--- src/rtl/block_dispatch_pkg.sv ---
// Shared definitions for the kernel block dispatcher: FSM states, widths and
// the block-count helper used at launch.
package block_dispatch_pkg;

  localparam int TC_W  = 8;   // kernel thread count width
  localparam int BID_W = 8;   // block index / counter width
  localparam int TB_W  = 9;   // total_blocks width

  typedef enum logic [1:0] {
    IDLE = 2'd0,
    RUN  = 2'd1,
    DONE = 2'd2
  } disp_state_e;

  // ceil(tc / 2**tpb_log), kept in 9 bits so no width is lost on the rounding add
  function automatic logic [TB_W-1:0] blocks_for(input logic [TC_W-1:0] tc,
                                                 input int unsigned   tpb_log);
    logic [TB_W-1:0] sum;
    sum = TB_W'(tc) + TB_W'((1 << tpb_log) - 1);
    return sum >> tpb_log;
  endfunction

endpackage

--- src/rtl/block_dispatch_if.sv ---
// Kernel launch handshake plus per-core control/status bundle between the
// dispatcher (master) and the kernel host / core array (slave).
interface block_dispatch_if #(
  parameter int NUM_CORES         = 2,
  parameter int THREADS_PER_BLOCK = 4
);
  localparam int CTW = $clog2(THREADS_PER_BLOCK) + 1;

  logic                                start;
  logic [7:0]                          thread_count;
  logic                                done;
  logic [NUM_CORES-1:0]                core_start;
  logic [NUM_CORES-1:0]                core_reset;
  logic [NUM_CORES-1:0][7:0]           core_block_id;
  logic [NUM_CORES-1:0][CTW-1:0]       core_thread_count;
  logic [NUM_CORES-1:0]                core_done;

  modport master (
    input  start, thread_count, core_done,
    output done, core_start, core_reset, core_block_id, core_thread_count
  );

  modport slave (
    output start, thread_count, core_done,
    input  done, core_start, core_reset, core_block_id, core_thread_count
  );
endinterface

--- src/rtl/block_dispatch.sv ---
// Kernel block dispatcher: splits a launch into THREADS_PER_BLOCK-sized blocks,
// hands one block at a time to the lowest free core and retires core dones.
module block_dispatch
  import block_dispatch_pkg::*;
#(
  parameter int NUM_CORES         = 2,
  parameter int THREADS_PER_BLOCK = 4
) (
  input  logic           clk,
  input  logic           reset,
  block_dispatch_if.master bus
);

  localparam int TPB_LOG = $clog2(THREADS_PER_BLOCK);
  localparam int CTW     = TPB_LOG + 1;
  localparam int IDXW    = (NUM_CORES > 1) ? $clog2(NUM_CORES) : 1;

  disp_state_e state_q, state_d;
  logic        done_q, done_d;

  logic [TB_W-1:0]  total_blocks_q;
  logic [TC_W-1:0]  tc_lat_q;
  logic [BID_W-1:0] blocks_disp_q;
  logic [BID_W-1:0] blocks_done_q;

  logic [NUM_CORES-1:0]            start_q, rst_q;
  logic [NUM_CORES-1:0][BID_W-1:0] id_q;
  logic [NUM_CORES-1:0][CTW-1:0]   tcnt_q;

  logic [NUM_CORES-1:0] retire, free_v, disp_v;
  logic [TB_W-1:0]      n_retire, done_sum;
  logic                 launch, complete, disp_en;
  logic [IDXW-1:0]      disp_idx;
  logic [15:0]          rem;
  logic [CTW-1:0]       disp_tc;

  function automatic logic [IDXW-1:0] lowest_free(input logic [NUM_CORES-1:0] f);
    logic [IDXW-1:0] idx;
    idx = '0;
    for (int i = NUM_CORES - 1; i >= 0; i--)
      if (f[i]) idx = IDXW'(i);
    return idx;
  endfunction

  always_comb begin
    retire   = start_q & bus.core_done & ~rst_q;
    free_v   = ~start_q & ~rst_q;
    n_retire = '0;
    for (int i = 0; i < NUM_CORES; i++)
      n_retire = n_retire + TB_W'(retire[i]);
    done_sum = TB_W'(blocks_done_q) + n_retire;
    launch   = (state_q == IDLE) && bus.start;
    complete = (state_q == RUN) && (done_sum == total_blocks_q);
    disp_en  = (state_q == RUN) && !complete &&
               (TB_W'(blocks_disp_q) < total_blocks_q) && (|free_v);
    disp_idx = lowest_free(free_v);
    disp_v   = '0;
    if (disp_en) disp_v[disp_idx] = 1'b1;
    // Threads left for this block; only the last block can fall short of a full one
    rem      = 16'(tc_lat_q) - (16'(blocks_disp_q) << TPB_LOG);
    disp_tc  = (rem >= 16'(THREADS_PER_BLOCK)) ? CTW'(THREADS_PER_BLOCK) : rem[CTW-1:0];
  end

  always_ff @(posedge clk) begin
    if (reset) begin
      state_q <= IDLE;
      done_q  <= 1'b0;
    end else begin
      state_q <= state_d;
      done_q  <= done_d;
    end
  end

  always_comb begin
    state_d = state_q;
    done_d  = done_q;
    unique case (state_q)
      IDLE: begin
        done_d = 1'b0;
        if (bus.start) state_d = RUN;
      end
      RUN: begin
        if (complete) begin
          state_d = DONE;
          done_d  = 1'b1;
        end
      end
      DONE: begin
        // wait for start to drop so a held launch level cannot rerun the kernel
        if (!bus.start) begin
          state_d = IDLE;
          done_d  = 1'b0;
        end
      end
      default: begin
        state_d = IDLE;
        done_d  = 1'b0;
      end
    endcase
  end

  always_ff @(posedge clk) begin
    if (reset) begin
      total_blocks_q <= '0;
      tc_lat_q       <= '0;
      blocks_disp_q  <= '0;
      blocks_done_q  <= '0;
    end else if (launch) begin
      total_blocks_q <= blocks_for(bus.thread_count, TPB_LOG);
      tc_lat_q       <= bus.thread_count;
      blocks_disp_q  <= '0;
      blocks_done_q  <= '0;
    end else if (state_q == RUN) begin
      if (disp_en) blocks_disp_q <= blocks_disp_q + 1'b1;
      blocks_done_q <= done_sum[BID_W-1:0];
    end
  end

  for (genvar g = 0; g < NUM_CORES; g++) begin : g_core
    logic             start_r, rst_r;
    logic [BID_W-1:0] id_r;
    logic [CTW-1:0]   tcnt_r;

    always_ff @(posedge clk) begin
      if (reset) begin
        start_r <= 1'b0;
        rst_r   <= 1'b1;
        id_r    <= '0;
        tcnt_r  <= '0;
      end else begin
        unique case (state_q)
          IDLE: begin
            start_r <= 1'b0;
            rst_r   <= ~bus.start;
          end
          RUN: begin
            if (complete) begin
              start_r <= 1'b0;
              rst_r   <= 1'b1;
            end else begin
              // a retiring core sees a single reset cycle before it is free again
              rst_r <= retire[g];
              if (retire[g]) begin
                start_r <= 1'b0;
              end else if (disp_v[g]) begin
                start_r <= 1'b1;
                id_r    <= blocks_disp_q;
                tcnt_r  <= disp_tc;
              end
            end
          end
          default: begin
            start_r <= 1'b0;
            rst_r   <= 1'b1;
          end
        endcase
      end
    end

    assign start_q[g] = start_r;
    assign rst_q[g]   = rst_r;
    assign id_q[g]    = id_r;
    assign tcnt_q[g]  = tcnt_r;
  end

  assign bus.done              = done_q;
  assign bus.core_start        = start_q;
  assign bus.core_reset        = rst_q;
  assign bus.core_block_id     = id_q;
  assign bus.core_thread_count = tcnt_q;

endmodule

--- src/flat_wrapper.sv ---
// flat-port wrapper written by rule: the top's interface ports become plain ports
module block_dispatch_flat import block_dispatch_pkg::*;
#(
  parameter int NUM_CORES         = 2,
  parameter int THREADS_PER_BLOCK = 4
)
  (clk, reset, bus_start, bus_thread_count, bus_core_done, bus_done, bus_core_start, bus_core_reset, bus_core_block_id, bus_core_thread_count);
  block_dispatch_if #(.NUM_CORES(NUM_CORES), .THREADS_PER_BLOCK(THREADS_PER_BLOCK)) bus_i ();
  input  logic clk;
  input  logic reset;
  input wire logic [$bits(bus_i.start)-1:0] bus_start;
  input wire logic [$bits(bus_i.thread_count)-1:0] bus_thread_count;
  input wire logic [$bits(bus_i.core_done)-1:0] bus_core_done;
  output wire logic [$bits(bus_i.done)-1:0] bus_done;
  output wire logic [$bits(bus_i.core_start)-1:0] bus_core_start;
  output wire logic [$bits(bus_i.core_reset)-1:0] bus_core_reset;
  output wire logic [$bits(bus_i.core_block_id)-1:0] bus_core_block_id;
  output wire logic [$bits(bus_i.core_thread_count)-1:0] bus_core_thread_count;
  assign bus_i.start = bus_start;
  assign bus_i.thread_count = bus_thread_count;
  assign bus_i.core_done = bus_core_done;
  assign bus_done = bus_i.done;
  assign bus_core_start = bus_i.core_start;
  assign bus_core_reset = bus_i.core_reset;
  assign bus_core_block_id = bus_i.core_block_id;
  assign bus_core_thread_count = bus_i.core_thread_count;
  block_dispatch #(.NUM_CORES(NUM_CORES), .THREADS_PER_BLOCK(THREADS_PER_BLOCK)) u_core (.clk(clk), .reset(reset), .bus(bus_i));
endmodule
--- config.mk ---
export PLATFORM = sky130hd
export DESIGN_NAME = block_dispatch_flat
export DESIGN_NICKNAME = d
export VERILOG_FILES = /design/src/rtl/block_dispatch_pkg.sv /design/src/rtl/block_dispatch_if.sv /design/src/rtl/block_dispatch.sv /design/src/flat_wrapper.sv
export SDC_FILE = /design/constraint.sdc
export NUM_CORES = 1
export LEC_CHECK = 0
export BUFFER_PORTS_ARGS = -buffer_cell sky130_fd_sc_hd__buf_2
export CAP_MARGIN = 15
export CORE_ASPECT_RATIO = 0.7
export CORE_MARGIN = 2
export CORE_UTILIZATION = 52
export CTS_CLUSTER_DIAMETER = 50
export DETAILED_ROUTE_END_ITERATION = 16
export HOLD_SLACK_MARGIN = 0.12
export PLACE_DENSITY = 0.71
export RECOVER_POWER = 25
export SLEW_MARGIN = 20
export SYNTH_ARGS = -nofsm -noshare
export SYNTH_HDL_FRONTEND = slang
export SYNTH_SLANG_ARGS = --single-unit
export TNS_END_PERCENT = 5
--- constraint.sdc ---
create_clock -name clk -period 2.86 [get_ports clk]
set_clock_uncertainty 0.15 [all_clocks]
set_input_delay 0.286 -clock clk [delete_from_list [all_inputs] [get_ports clk]]
set_output_delay 0.286 -clock clk [all_outputs]
set_load 0.02 [all_outputs]
; ---- Yosys cells after proc, flatten, opt, wreduce, memory -nomap -nowiden
; Index checks and enable logic that the tools add are counted.
[word_totals]
romBits = 0
memories = 0
latchBits = 0
ramBits = 0
out_inout_bits = 27
inputBits = 13
ff_bits = 60
elab_cells = 73
[op_classes]
n_eq_ne = 6
order_cmp = 4
muxes = 17
div = 0
n_bitwise = 10
n_shift = 0
reduce_logical = 17
n_mul = 0
add_sub_neg = 5
[ops]
columns = cell, n
row1 = "16-bit by 3-bit greater-or-equal comparator with 1-bit output, second input constant", 1
row2 = 8-bit by 10-bit subtractor with 11-bit output, 1
row3 = "8-bit by 2-bit adder with 9-bit output, second input constant", 1
row4 = 8-bit by 9-bit adder with 9-bit output, 1
row5 = 9-bit by 7-bit equality test with 1-bit output, 1
row6 = "8-bit by 1-bit adder with 8-bit output, second input constant", 1
row7 = 8-bit by 7-bit less-than comparator with 1-bit output, 1
row8 = 2-bit 2-to-1 mux, 4
row9 = 4-bit AND reduction, 2
row10 = 4-bit OR reduction, 2
row11 = 1-bit 2-to-1 mux, 7
row12 = 2-bit bitwise AND, 3
row13 = 1-bit logical AND, 6
row14 = 1-bit case mux with 2 select lines, 3
row15 = 2-bit case mux with 3 select lines, 1
row16 = 1-bit inverter, 5
row17 = "2-bit != test, second input constant", 2
row18 = 2-bit inverter, 2
row19 = 2-bit AND reduction, 2
row20 = 2-bit OR reduction, 2
row21 = 3-bit 2-to-1 mux, 1
row22 = 3-bit AND reduction, 1
row23 = 1-bit by 1-bit adder with 2-bit output, 1
row24 = "2-bit by 1-bit equality test with 1-bit output, second input constant", 1
row25 = 7 further kinds, 7

; ---- Depth between registers and ports, before layout
; Gate-level depths: netlist of run 1.
[logic_depth]
depth_word = 12
mapped_depth = 13

; ---- Worst setup path after synthesis of run 1
; OpenSTA, ideal clock, no wires.
[synth_timing]
path_kind = register to register
from = reg u_core.g_core[1].start_r
to = reg u_core.blocks_disp_q[7]
path_slack_ps = -237
path_stages_with_launch = 14
arrival_time_ps = 2829
path_buffers = 1
synth_period_minus_slack_ps = 3097
t_required_ps = 2593
cell_sequence = dfxtp_1 > nand2_1 > or2_2 > inv_1 > ha_1 > ha_1 > fa_1 > nand3_2 > o21ai_0 > a221oi_2 > o211a_4 > buf_6 > nor3_1 > a32o_1
[synth_via]
elab_chain_len = 11
word_cells_on_any_way = 14
cone_classes = 2 x add/sub / 1 x eq/ne / 4 x bitwise / 7 x reduce/logical
[synth_rtl]
columns = item, line_no
row1 = start: declaration, block_dispatch.sv:120  ; logic start_r, rst_r;
row2 = start signal: assignment, block_dispatch.sv:126  ; start_r <= 1'b0;
row3 = start signal: assignment, block_dispatch.sv:133  ; start_r <= 1'b0;
row4 = start signal: assignment, block_dispatch.sv:138  ; start_r <= 1'b0;
row5 = 2-bit bitwise AND (2 in series), block_dispatch.sv:46  ; retire = start_q & bus.core_done & ~rst_q;
row6 = 1-bit by 1-bit adder with 2-bit output, block_dispatch.sv:50  ; n_retire = n_retire + TB_W'(retire[i]);
row7 = 8-bit by 9-bit adder with 9-bit output, block_dispatch.sv:51  ; done_sum = TB_W'(blocks_done_q) + n_retire;
row8 = 9-bit by 7-bit equality test with 1-bit output, block_dispatch.sv:53  ; complete = (state_q == RUN) && (done_sum == total_blocks_q);
row9 = 1-bit logical AND, block_dispatch.sv:53
row10 = 1-bit zero test, block_dispatch.sv:54  ; disp_en = (state_q == RUN) && !complete &&
row11 = 1-bit logical AND (2 in series), block_dispatch.sv:54
row12 = 1-bit logical AND (*), block_dispatch.sv:55  ; (TB_W'(blocks_disp_q) < total_blocks_q) && (|free_v);
row13 = 2-bit AND reduction (no line) (*), n/a
row14 = end signal: assignment, block_dispatch.sv:114  ; if (disp_en) blocks_disp_q <= blocks_disp_q + 1'b1;
row15 = end: declaration, block_dispatch.sv:23  ; logic [BID_W-1:0] blocks_disp_q;
; Mark *: on every way between the ends. The rest lies on a longest branch, timed or not.
; A chain may end at the register's enable or synchronous reset.

; ---- Final worst setup path of run 1
[layout_timing]
from = reg u_core.g_core[1].start_r
to = reg u_core.g_core[1].id_r[2]
[layout_via]
elab_chain_len = 12
word_cells_on_any_way = 24
cone_classes = 2 x add/sub / 2 x order compare / 1 x eq/ne / 5 x mux / 6 x bitwise / 8 x reduce/logical
[layout_rtl]
columns = item, line_no
row1 = 2-bit bitwise AND (*) (2 in series), block_dispatch.sv:46
row2 = 1-bit by 1-bit adder with 2-bit output (*), block_dispatch.sv:50
row3 = 8-bit by 9-bit adder with 9-bit output (*), block_dispatch.sv:51
row4 = net u_core.done_sum[1], block_dispatch.sv:31  ; logic [TB_W-1:0] n_retire, done_sum;
row5 = 9-bit by 7-bit equality test with 1-bit output (*), block_dispatch.sv:53
row6 = 1-bit logical AND (*), block_dispatch.sv:53
row7 = 1-bit zero test, block_dispatch.sv:54
row8 = 1-bit logical AND (2 in series), block_dispatch.sv:54
row9 = 1-bit logical AND, block_dispatch.sv:55
row10 = 2-bit 2-to-1 mux, block_dispatch.sv:58  ; if (disp_en) disp_v[disp_idx] = 1'b1;
row11 = 4-bit AND reduction (no line) (*), n/a
row12 = end signal: assignment, block_dispatch.sv:147  ; id_r <= blocks_disp_q;
row13 = end: declaration, block_dispatch.sv:121  ; logic [BID_W-1:0] id_r;
; Mark *: on every way through the listed nets, which the timed path passes. The rest lies on a longest branch.

==> impl_results.md, run 1 <==
* Core area at 6130 sq um
* Crit path largest cell delay at 0.55 ns
* Worst Hold Class: in -> reg
* Avg Vias per Cell at ~5.4
* FMAX at 324 MHz
* CTS Buf Count at 9
* Die Wd at 98.3 microns
* Sequential-to-total area share from yosys stat at 0.371
* Vias at 2,857
* Worst path slowest cell: fa_2
* Status: complete, but fails checks
* Setup ws final at -0.230 ns
* Crit-path leading delay family: adder cells
* Area grow syn2layout at 26.8%
* Crit path top cell by count: ha_4
* Relative slew slack at 0.559
* First-pass GRT wire length at ~13,000 microns
* Nets at 476
* Period utilisation layout at 1.08
* Clk_lat worst skew at 0.34 ns
* Syn nets at around 400
* Max Buffers Root-to-Sink at 2
* DRT Wirelength at about 7700 microns
* Final hold vios at 0
* Met1 WL at 3600 microns
* Final HPWL DP at 5480 microns
* DR pass1 iterations at 4
* Placed cell area at 3680 sq um
* FFs w/ async S/R, synth at 0
* Cell Chain, Critical Path: nand2_1 -> or2_4 -> inv_2 -> ha_4 -> ha_4 -> fa_2 -> xnor2_1 -> o211ai_1 -> a221oi_2 -> o211a_4 -> buf_6 -> nor3_4 -> buf_12 -> mux2i_2
* CTS tree: yes
* Gr ovfl total at 0
* Post-Layout Inst Area at 4100 sq um
* Final count of negative-setup-slack endpoints at 37
* Io pins at 40
* Maximum vdd drop at 0.308 mV
* Initial Util at 0.528
* Fraction of layout cells with a size suffix above 1 at 0.238
* Pin count of the biggest net entering global routing at 30
* # DRC at 0
* Initial antenna violation count at 0
* Crit end category: flip-flop
* Post-synth top flop: dfxtp_1
* Worst path bufs/invs at 3
* Clock Tree Root: clkbuf_8
* Clock transition at path regs at around 0.07 ns
* Failing checks: setup timing
* Count of state elements after synthesis at 60
* Commonest non-fill, non-tap cells in the layout: dfxtp_1 (59), nand2_1 (42), nand2b_1 (32)
* Slew Limit Fails at 0
* Number of diodes at 0
* Synth Warn # at 0
* GRT Total Usage at 0.241
* Post-synth EDFFs at 0
* Worst setup SP type: flip-flop
* Worst EP arrival at around 3.2 ns
* Met2 wire length at 3510 microns
* Power density cells at between 500 and 600 nW/um^2
* ANT nets after route at 0
* H-tree depth at 3
* Max layer used: met4
* Tightest Pin Transition at between 0.6 and 0.7 ns
* Die ar. at 6880 sq um
* DR WL/cell at 14.6 microns
* Hold Worst Slack at 0.220 ns
* Total of max-cap violations at 0
* Syn Inst Count at 371
* RSZ-0062 raised after global routing: true
* Period minus WS final at 3.09 ns
* Die height at roughly 70 microns
* CTS Sinks at 60
* Row count at 24
* Commonest non-fill, non-tap cell in the layout: dfxtp_1
* DR iter-0 viols at 172
* Port bufs at 39
* Netlist cell types at 49
* Vias in the first global route at 2,821
* Crit Path Class: reg -> reg
* WP data required at 2.94 ns
* Placer Congestion at 0.862
* Leak at 1.64 nW
* Post-synthesis cell area at around 3200 sq um
* Met3 wire len at 498 microns
* Crit Path Max Fanout at 11
* Avg Cell Area, Syn at just under 9 sq um
==> final cells by class <==
| cell class | count | area, sq um |
|---|---|---|
| clock buffers | 12 | 155 |
| clock inverters | 4 | 47.5 |
| fillers | 511 | 2020 |
| inverters | 18 | 67.6 |
| multi-input cells | 272 | 1950 |
| flip-flops and latches | 60 | 1200 |
| well taps | 78 | 97.6 |
| repair buffers | 84 | 584 |
==> synth_stat cells (8+ instances only) <==
cell,count,area (sq um)
ha_1,16,200
nor2_1,26,97.6
o21ai_0,9,45.0
xnor2_1,10,87.6
a21oi_1,23,115
xor2_1,8,70.1
nand2b_1,32,200
dfxtp_1,60,1200
mux2i_1,23,230
nand2_1,43,161
clkbuf_1,12,45.0
inv_1,18,67.6
==> routing by layer <==
metal | vias up | global-route usage
li1 | 1433 | -
met1 | 1342 | 0.320
met2 | 70 | 0.385
met3 | 12 | 0.0661
met4 | 0 | 0.0715
met5 | - | 0
==> final timing paths <==
kind | slack (ns) | startpoint | depth (start not counted) | to
worst min register to register | 0.31 | u_core.tc_lat_q[5] | 2 | u_core.tc_lat_q[5]
worst min-delay path | 0.22 | reset | 2 | u_core.total_blocks_q[6]
worst max register to register | -0.23 | u_core.g_core[1].start_r | 14 | u_core.g_core[1].id_r[2]
worst max-delay path | -0.23 | u_core.g_core[1].start_r | 14 | u_core.g_core[1].id_r[2]
==> power breakdown <==
part           switching (mW)  leakage [nW]  total, mW  internal [mW]
Combinational           0.213          1.05      0.391          0.179
Sequential             0.0198         0.487      0.882          0.862
Clock                   0.335         0.102      0.782          0.447
Total                   0.567          1.64       2.06           1.49
==> flip-flops by register name, summed over array words and instances (netlist names) <==
name,cells
u_core.g_core.start_r,2
u_core.total_blocks_q,7
u_core.state_q,2
u_core.bus.done,1
u_core.g_core.tcnt_r,6
u_core.blocks_disp_q,8
u_core.tc_lat_q,8
u_core.g_core.rst_r,2
u_core.blocks_done_q,8
u_core.g_core.id_r,16
==> kinds of logic after synthesis <==
kind of cell	after synthesis	share of synthesized area
mux	23	0.0711
flops	60	0.371
simple gates	147	0.236
fa+ha+maj	18	0.0742
xor+xnor	18	0.0487
compound gates	66	0.142
buf+inv	39	0.0572
==> metrics by stage <==
step / TNS, ns / total power [mW] / utilization / instances / worst slack [ns]
after floorplan: -0.0411 / 1.12 / - / 371 / -0.0411
final: -6.27 / 2.06 / 0.670 / 528 / -0.230
after detailed placement: -11.44 / 1.23 / 0.601 / 497 / -0.695
after global routing: -10.08 / 2.14 / 0.670 / 528 / -0.354
after global placement: -8.60 / 1.22 / 0.601 / 497 / -0.547
after CTS: -6.82 / 2.06 / 0.669 / 528 / -0.247
==> repair_timing <==
action / CTS / global route
buffers inserted: 6 / 0
setup endpoints to repair: 37 / 37
resized for setup: 17 / 5
hold buffers: 9 / 0
pin swaps: 18 / 4
endpoints found under the hold margin: 9 / 0
Note: power is estimated with default switching activity, not from simulation.
==> inputs of run 2 (changes only) <==
Settings changed: SKIP_LAST_GASP set to 1.
==> run 2 against run 1 <==
  * Critical endpoint is now u_core.g_core[1].tcnt_r[0]
  * Cell count did not move
  * Clock power about the same
  * Core utilization shrank 0.86 points
  * Die area unchanged
  * Fmax grew 0.63%
  * Sequential cell count is the same
  * Wire length rose by 0.35%
  * Largest cell class unchanged
  * The run still ends with setup timing left
==> impl_results.md, run 2 (same netlist as run 1, synthesis figures left out) <==
* Status: complete, but fails checks
* Failing checks: setup timing
* R2r startpoint: u_core.g_core[1].start_r
* Clk_lat worst skew at 0.35 ns (about the same)
* H-tree depth at 3 (unchanged)
* Max Buffers Root-to-Sink at 2 (unchanged)
* DR WL/cell at 14.6 microns (+0.35%)
* Leak at 1.63 nW (-0.46%)
* Period utilisation layout at 1.07 (-0.00677)
* Vias at 2,898 (+1.4%)
* FF-to-FF path depth at 14 (unchanged)
* Initial antenna violation count at 0 (unchanged)
* Commonest non-fill, non-tap cells in the layout: dfxtp_1 (59), nand2_1 (43), buf_4 (33)
* Avg Vias per Cell at 5.49 (+1.4%)
* Critical Path Source: u_core.g_core[1].start_r
* Tightest Pin Transition at 0.676 ns (+0.0219 ns)
* DR pass1 iterations at 4 (unchanged)
* CTS tree: yes
* FMAX at 326 MHz (+0.63%)
* Vias in the first global route at 2,762 (-2.1%)
* Crit Path Max Fanout at 11 (unchanged)
* Die Wd at 98.3 microns (unchanged)
* Worst Hold Class: in -> reg
* Hold Worst Slack at 0.218 ns (-0.00243 ns)
* GRT Total Usage at 0.238 (-0.00298)
* Placer Congestion at 0.862 (unchanged)
* Hold_sp: reset
* Area grow syn2layout at 25.2%
* Clock transition at path regs at 0.07 ns (about the same)
* WP data required at 2.95 ns (about the same)
* Port bufs at 39 (unchanged)
* Fin util at 0.661 (-0.00858)
* Initial Util at 0.528 (unchanged)
* # DRC at 0 (unchanged)
* Core area at 6130 sq um (unchanged)
* DRT Wirelength at 7730 microns (+0.35%)
* Final HPWL DP at 5480 microns (unchanged)
* Top reg by flops: u_core.g_core.id_r
* Final count of negative-setup-slack endpoints at 37 (unchanged)
* Placed cell area at 3680 sq um (unchanged)
* Nets at 476 (unchanged)
* Commonest non-fill, non-tap cell in the layout: dfxtp_1
* Relative slew slack at 0.545 (-0.0147)
* Maximum vdd drop at 0.306 mV (-0.48%)
* Number of diodes at 0 (unchanged)
* Gr ovfl total at 0 (unchanged)
* First-pass GRT wire length at 13,000 microns (-1.5%)
* CTS Buf Count at 9 (unchanged)
* Period minus WS final at 3.07 ns (-0.0194 ns)
* Max reg flops at 16 (unchanged)
* Clock Tree Root: clkbuf_8
* Pin count of the biggest net entering global routing at 30 (unchanged)
* ANT nets after route at 0 (unchanged)
* Crit Path Class: reg -> reg
* Worst setup SP type: flip-flop
* Setup ws final at -0.211 ns (+0.0194 ns)
* Hold path depth at 2 (unchanged)
* CTS Sinks at 60 (unchanged)
* R2r setup slk at -0.21 ns (+0.02 ns)
* Die height at 70.0 microns (unchanged)
* Crit end category: flip-flop
* RSZ-0062 raised after global routing: true
* Fraction of layout cells with a size suffix above 1 at 0.222 (-0.0156)
* Total of max-cap violations at 0 (unchanged)
* Slew Limit Fails at 0 (unchanged)
* Row count at 24 (unchanged)
* Power density cells at 503 nW/um^2 (+0.48%)
* Capturing point of the worst reg2reg path: u_core.g_core[1].tcnt_r[0]
* DR iter-0 viols at 207 (+20%)
* Post-Layout Inst Area at 4050 sq um (-1.3%)
* Final hold vios at 0 (unchanged)
* Io pins at 40 (unchanged)
* Die ar. at 6880 sq um (unchanged)
* Worst-case hold path end point: u_core.total_blocks_q[6]
* Worst EP arrival at 3.16 ns (about the same)
-- run 2: timing repair --
item	CTS	global route
hold buffers	9	0
setup endpoints to repair	37	37
endpoints found under the hold margin	9	0
pin swaps	8	7
buffers inserted	6	0
gates resized for setup	3	6
-- run 2: final cells by class --
| class | instances | area [sq um] |
|---|---|---|
| Sequential cell | 60 | 1200 |
| Multi-Input combinational cell | 272 | 1910 |
| Clock buffer | 12 | 155 |
| Fill cell | 520 | 2070 |
| Inverter | 18 | 67.6 |
| Clock inverter | 4 | 47.5 |
| Timing Repair Buffer | 84 | 573 |
| Tap cell | 78 | 97.6 |
-- run 2: routing by layer --
layer | global-route usage | routed length, microns
met1 | 0.320 | 3640
met3 | 0.0661 | 487
met2 | 0.374 | 3520
met5 | 0 | 0
met4 | 0.0731 | 82
-- run 2: power by group --
| part | switching [mW] | internal [mW] |
|---|---|---|
| sequential | 0.0198 | 0.862 |
| combinational | 0.203 | 0.170 |
| clock | 0.336 | 0.447 |
| total | 0.559 | 1.48 |
-- run 2: stage by stage --
step           setup WS [ns]  power, mW  std cells  setup TNS (ns)
5_1_grt               -0.344       2.13        528          -10.24
2_1_floorplan        -0.0411       1.12        371         -0.0411
6_report              -0.211       2.04        528           -5.49
3_5_place_dp          -0.695       1.23        497          -11.44
3_3_place_gp          -0.547       1.22        497           -8.60
4_1_cts               -0.247       2.04        528           -7.32
-- run 2: critical path: stages (launching register included) --
cell and delay, ns:
dfxtp_2 0.33, nand2_1 0.05, or2_4 0.25, inv_2 0.06, ha_4 0.19, ha_4 0.16
fa_2 0.55, xnor2_1 0.12, o211ai_1 0.12, a221oi_2 0.27, o211a_4 0.22, buf_4 0.12
nor3_4 0.04, buf_12 0.19, mux2i_2 0.14
-- run 2: worst max-delay path by stage --
stage / end
final: u_core.g_core[1].tcnt_r[0]
after detailed placement: u_core.g_core[1].id_r[2]
after floorplan: u_core.blocks_disp_q[7]
after global placement: u_core.g_core[1].tcnt_r[1]
after global routing: u_core.blocks_disp_q[0]
after CTS: u_core.g_core[0].id_r[0]
